<file path="src/rtl/ser2par_latch_loader_pkg.sv">
// Shared definitions for the serial-to-parallel latch loader: FSM state
// encodings and default geometry.
package ser2par_latch_loader_pkg;

    typedef enum logic [1:0] {
        SHIFT  = 2'd0,
        SETUP  = 2'd1,
        STROBE = 2'd2,
        HOLD   = 2'd3
    } state_t;

    localparam int unsigned DEFAULT_WIDTH         = 8;
    localparam int unsigned DEFAULT_STROBE_CYCLES = 2;

endpackage

</file>
<file path="src/rtl/ser2par_shift_core.sv">
// LSB-first serial assembler: collects bits and flags the edge on which the
// final bit of a word arrives, presenting the complete word alongside.
module ser2par_shift_core #(
    parameter int unsigned WIDTH = 8
) (
    input  logic             clock,
    input  logic             reset_bar,
    input  logic             clear,
    input  logic             shift_en,
    input  logic             ser_in,
    output logic [WIDTH-1:0] word,
    output logic             word_done
);

    localparam int unsigned CW = (WIDTH > 2) ? $clog2(WIDTH) : 1;
    localparam logic [CW-1:0] LAST = CW'(WIDTH - 1);

    // Only the upper WIDTH-1 bits of the full shift register ever reach a
    // completed word; the bit that would fall into position 0 is never used.
    logic [WIDTH-2:0] shift_reg;
    logic [CW-1:0]    bit_count;

    assign word      = {ser_in, shift_reg};
    assign word_done = shift_en && (bit_count == LAST);

    always_ff @(posedge clock or negedge reset_bar) begin
        if (!reset_bar) begin
            shift_reg <= '0;
            bit_count <= '0;
        end else if (clear) begin
            shift_reg <= '0;
            bit_count <= '0;
        end else if (shift_en) begin
            shift_reg <= word[WIDTH-1:1];
            if (word_done) begin
                bit_count <= '0;
            end else begin
                bit_count <= bit_count + 1'b1;
            end
        end
    end

endmodule

</file>
<file path="src/rtl/ser2par_latch_loader.sv">
// Feeds a transparent latch bank: assembles a serial word, then opens a
// registered latch_enable window with one clock of setup and hold around it.
module ser2par_latch_loader
    import ser2par_latch_loader_pkg::*;
#(
    parameter int unsigned WIDTH         = DEFAULT_WIDTH,
    parameter int unsigned STROBE_CYCLES = DEFAULT_STROBE_CYCLES
) (
    input  logic             clock,
    input  logic             reset_bar,
    input  logic             ser_in,
    input  logic             bit_valid,
    input  logic             clear,
    output logic [WIDTH-1:0] data_out,
    output logic             latch_enable,
    output logic             ready,
    output logic             overrun
);

    localparam int unsigned SW = $clog2(STROBE_CYCLES + 1);
    localparam logic [SW-1:0] STROBE_LAST = SW'(STROBE_CYCLES);

    state_t           state;
    logic [SW-1:0]    strobe_cnt;
    logic             shift_en;
    logic [WIDTH-1:0] word;
    logic             word_done;

    assign shift_en = bit_valid && ready && !clear;

    ser2par_shift_core #(
        .WIDTH(WIDTH)
    ) u_shift_core (
        .clock     (clock),
        .reset_bar (reset_bar),
        .clear     (clear),
        .shift_en  (shift_en),
        .ser_in    (ser_in),
        .word      (word),
        .word_done (word_done)
    );

    // ready mirrors state==SHIFT but is kept as its own flop so it is
    // available as a clean registered output.
    always_ff @(posedge clock or negedge reset_bar) begin
        if (!reset_bar) begin
            state        <= SHIFT;
            strobe_cnt   <= '0;
            data_out     <= '0;
            latch_enable <= 1'b0;
            ready        <= 1'b1;
            overrun      <= 1'b0;
        end else if (clear) begin
            state        <= SHIFT;
            strobe_cnt   <= '0;
            latch_enable <= 1'b0;
            ready        <= 1'b1;
            overrun      <= 1'b0;
        end else begin
            if (bit_valid && !ready) begin
                overrun <= 1'b1;
            end
            case (state)
                SHIFT: begin
                    if (word_done) begin
                        data_out <= word;
                        state    <= SETUP;
                        ready    <= 1'b0;
                    end
                end
                SETUP: begin
                    state        <= STROBE;
                    latch_enable <= 1'b1;
                    strobe_cnt   <= SW'(1);
                end
                STROBE: begin
                    if (strobe_cnt == STROBE_LAST) begin
                        state        <= HOLD;
                        latch_enable <= 1'b0;
                        strobe_cnt   <= '0;
                    end else begin
                        strobe_cnt <= strobe_cnt + 1'b1;
                    end
                end
                HOLD: begin
                    state <= SHIFT;
                    ready <= 1'b1;
                end
                default: begin
                    state        <= SHIFT;
                    latch_enable <= 1'b0;
                    ready        <= 1'b1;
                end
            endcase
        end
    end

endmodule

</file>
<file path="config.mk">
export PLATFORM = sky130hd
export DESIGN_NAME = ser2par_latch_loader
export DESIGN_NICKNAME = d
export VERILOG_FILES = /design/src/rtl/ser2par_latch_loader_pkg.sv /design/src/rtl/ser2par_shift_core.sv /design/src/rtl/ser2par_latch_loader.sv
export SDC_FILE = /design/constraint.sdc
export NUM_CORES = 1
export LEC_CHECK = 0
export BUFFER_PORTS_ARGS = -buffer_cell sky130_fd_sc_hd__buf_2
export CAP_MARGIN = 10
export CORE_MARGIN = 2
export CORE_UTILIZATION = 55
export DETAILED_ROUTE_END_ITERATION = 12
export PLACE_DENSITY = 0.81
export SLEW_MARGIN = 20
export SYNTH_ARGS = -nofsm -noshare
export SYNTH_HDL_FRONTEND = slang
export SYNTH_HIERARCHICAL = 1
export SYNTH_SLANG_ARGS = --single-unit
</file>
<file path="constraint.sdc">
create_clock -name clock -period 2.5 [get_ports clock]
set_clock_uncertainty 0.05 [all_clocks]
set_input_delay 0.125 -clock clock [delete_from_list [all_inputs] [get_ports clock]]
set_output_delay 0.125 -clock clock [all_outputs]
set_load 0.01 [all_outputs]
</file>
==> impl_summary.log <==
[metrics] outcome: finished, final reports clean
[metrics] total of fill cells in the finished design: 164
[metrics] sinks on the clock net: 25
[metrics] initial drt markers: 7
[metrics] Remaining Overflow, GRT: 0
[metrics] count of cells along the worst register-to-register path: 6
[metrics] insertion delay of the later-clocked pin in the worst-skew pair: 0.31 ns
[metrics] max_cap viols: 0
[metrics] Min-Delay Path Class: in2reg
[metrics] power density over the cells: 464.1 mW/mm^2
[metrics] max FFs per register: 8
[metrics] commonest cells in the synthesized netlist: 24 x dfrtp_1, 15 x nor2_1, 11 x mux2i_1, 8 x ha_1, 8 x mux2_2
[metrics] detailed-route wire length on metal 1: 917 microns
[metrics] total die area: 0.002586 sq mm
[metrics] area added between synthesis and finish: 10.67%
[metrics] Period Utilization, post-route: 67.79%
[metrics] clock buffer depth: 2
[metrics] mean post-synth cell area: 12.07 sq um
[metrics] Max IR drop VDD: 0.0004236 V
[metrics] total area of multi-input combinational cells: 535.5 sq um
[metrics] R2R Path Start: ready$_DFFE_PN1P_
[metrics] register bit count reported by yosys: 25
[metrics] switching part of the total: 22.07%
[metrics] combinational share of power: 5.7%
[metrics] total inserted antenna cells: 0
[metrics] unrepaired setup endpoints after global routing: no
[metrics] arrival time at the worst endpoint: 1.90 ns
[metrics] required time at the endpoint of the critical path: 2.70 ns
[metrics] cell internal pwr: 0.4832 mW
[metrics] number of buffers inserted to repair setup after CTS: 0
[metrics] wire length of the first global-routing pass: 3532 microns
[metrics] CTS tree: done
[metrics] Boundary Pins: 16
[metrics] Remaining DRCs: 0
[metrics] yosys warns: 6
[metrics] average wire length per cell after detail routing: 14.10 microns
[metrics] Net Count, Synth: 113
[metrics] Max Transition Viols Final: 0
[metrics] antenna violations before repair: 0
[metrics] sequential element share of the synthesized area: 51.92%
[metrics] most common cell in the synthesized netlist: dfrtp_1
[metrics] total count of hold-check failures in the final report: 0
[metrics] type of the worst setup path: reg2reg
[metrics] die width: 50.86 microns
[metrics] cell type contributing the most total cell area after synthesis: dfrtp_1
[metrics] count of nets left with antenna violations after detail routing: 0
[metrics] Placement Rows: 16
[metrics] kind of start point of the critical path: register
[metrics] All-Layer GR Usage: 18.83%
[metrics] share of power burned in the clock network: 28.2%
[metrics] Reg2Reg Capture Point: ready$_DFFE_PN1P_
[metrics] routability congestion estimate from global placement: 0.7187
[metrics] Post-synth EDFFs: 0
[metrics] Detail Route met2 WL: 1047 microns
[metrics] actual transition at the worst max-transition pin: 0.5376 ns
[metrics] area share of the leading cell type in the synthesized netlist: 49.74%
[metrics] cells after synthesis: 100
[metrics] highest routed layer: met3
[metrics] worst slack on hold paths: 0.03630 ns
[metrics] summed negative setup slack over all endpoints: 0 ns
[metrics] Primary FF master, synth: dfrtp_1
[metrics] Net Switching: 0.1369 mW
[metrics] number of iterations in the first detailed-routing pass: 6
[metrics] critical path fanouts, max: 5
[metrics] clock slew seen by the registers of the worst setup and hold paths: 0.13 ns
[metrics] R2R setup slack: 0.81 ns
[metrics] Max H-tree Level: 1
[metrics] count of nets after finishing: 132
[metrics] dominant cells by area after synthesis: dfrtp_1 50%, mux2i_1 9.1%, ha_1 8.3%
[metrics] via count: 770
[metrics] placeable core area: 0.002022 sq mm
[metrics] share of final-layout standard cells stronger than drive strength 1: 26.27%
[metrics] via count of the first global-routing pass: 822
[metrics] async set-or-reset flop fraction in the synthesized netlist: 100.0%
[metrics] proportion of power drawn by flip-flops and latches: 66.1%
[metrics] starting density of the core: 59.72%
[metrics] vertical die dimension: 50.86 microns
[metrics] clock root buffer: clkbuf_4
[metrics] setup-violating endpoint count in the final report: 0
[metrics] highest clock rate: 0.5901 GHz
[metrics] Critical Path Source: ready$_DFFE_PN1P_
[metrics] Synth cell types: 25
[metrics] CTS buffer count: 3
[metrics] average vias per placed instance: 5.310
[metrics] I/O Buffers: 15
[metrics] wire length on met3: 80 microns
[metrics] Worst setup EP type: register
[metrics] worst slew slack as a fraction of its limit: 64.16%
[metrics] LEAKAGE: 0.6824 nW
[metrics] wire length reported by the detailed router: 2045 microns
[metrics] HPWL reported at the end of detailed placement: 1494 microns
[metrics] Sequential cell area: 626.9 sq um
[metrics] worst setup path endpoint: ready$_DFFE_PN1P_
[metrics] largest net degree at the start of global routing: 26
[metrics] area of the mapped netlist: 0.001207 sq mm
[metrics] minimum period implied by the final worst setup slack: 1.695 ns
==> placed cells by master, fill, tap and decap left out <==
cell type	n
a21oi_2	1
dfstp_2	1
nor2_1	15
a32o_1	1
and2_1	1
inv_1	3
nand2_1	3
a22o_1	1
buf_4	1
and2b_1	1
ha_1	8
mux2i_1	11
o21bai_1	2
a21oi_1	5
or3b_1	1
dlygate4sd3_1	2
nor2b_1	2
buf_2	15
or3_1	1
nand3b_4	1
or2_2	1
nand3b_1	1
clkbuf_4	3
mux2_2	8
nand2b_1	4
clkbuf_1	1
dfrtp_1	24
==> critical path: stages, from the launching register on <==
cell	delay (ns)
dfstp_2	0.59
nand2_1	0.06
nor2_1	0.12
and2_1	0.24
mux2i_1	0.21
a21oi_1	0.09
or2_2	0.28
==> logic make-up after synthesis <==
group                      after synthesis  share of synthesized area (%)
muxes                                   19                          16.58
and+or+nand+nor                         31                          13.89
DFF                                     25                          51.92
adders and majority gates                8                          8.290
buffers and inverters                    7                          3.730
AOI/OAI and AO/OA                       10                          5.595
==> what timing repair did <==
item / in CTS / in global routing
endpoints found under the hold margin: 24 / 1
hold buffers: 1 / 1
resized for setup: 0 / 0
==> metal layers <==
metal,up-vias,GRT usage [%]
li1,374,-
met1,381,21.18
met2,15,35.31
met3,0,5.263
met4,0,4.054
met5,-,0
==> power by group through the flow <==
stage / logic [mW] / registers, mW / clock network (mW)
3_3_place_gp: 0.0324 / 0.417 / 0
5_1_grt: 0.0400 / 0.410 / 0.203
6_report: 0.0356 / 0.410 / 0.175
3_5_place_dp: 0.0342 / 0.417 / 0
2_1_floorplan: 0.0218 / 0.417 / 0
4_1_cts: 0.0354 / 0.410 / 0.179
==> worst min path at each step <==
stage | endpoint | startpoint | slack [ns] | cells past startpoint
after CTS | data_out[7]$_DFFE_PN0P_ | ser_in | 0.0004 | 2
after global placement | latch_enable$_DFFE_PN0P_ | reset_bar | 0.08 | 1
after floorplan | data_out[0]$_DFFE_PN0P_ | reset_bar | -0.22 | 0
after global routing | overrun$_DFFE_PN0P_ | bit_valid | 0.02 | 3
final | overrun$_DFFE_PN0P_ | bit_valid | 0.04 | 3
after detailed placement | latch_enable$_DFFE_PN0P_ | reset_bar | 0.09 | 1
==> stage by stage <==
stage | cells | cell area, sq um | util (%) | power [mW] | setup slack [ns]
4_1_cts | 144 | 1326 | 65.59 | 0.6244 | 0.7934
3_5_place_dp | 139 | 1290 | 63.80 | 0.4514 | 0.8135
2_1_floorplan | 100 | 1207 | - | 0.4384 | 0.6826
3_3_place_gp | 139 | 1290 | 63.80 | 0.4492 | 0.8730
6_report | 145 | 1336 | 66.09 | 0.6201 | 0.8054
5_1_grt | 145 | 1336 | 66.09 | 0.6532 | 0.6721
==> area by class of cell <==
cell class / count / area share [%]
tap: 27 / 2.528
inverter: 3 / 0.8427
clock buffer: 4 / 1.966
timing repair buffer: 18 / 7.678
multi-input combinational: 68 / 40.07
sequential: 25 / 46.91
Note: power is estimated with default switching activity, not from simulation.
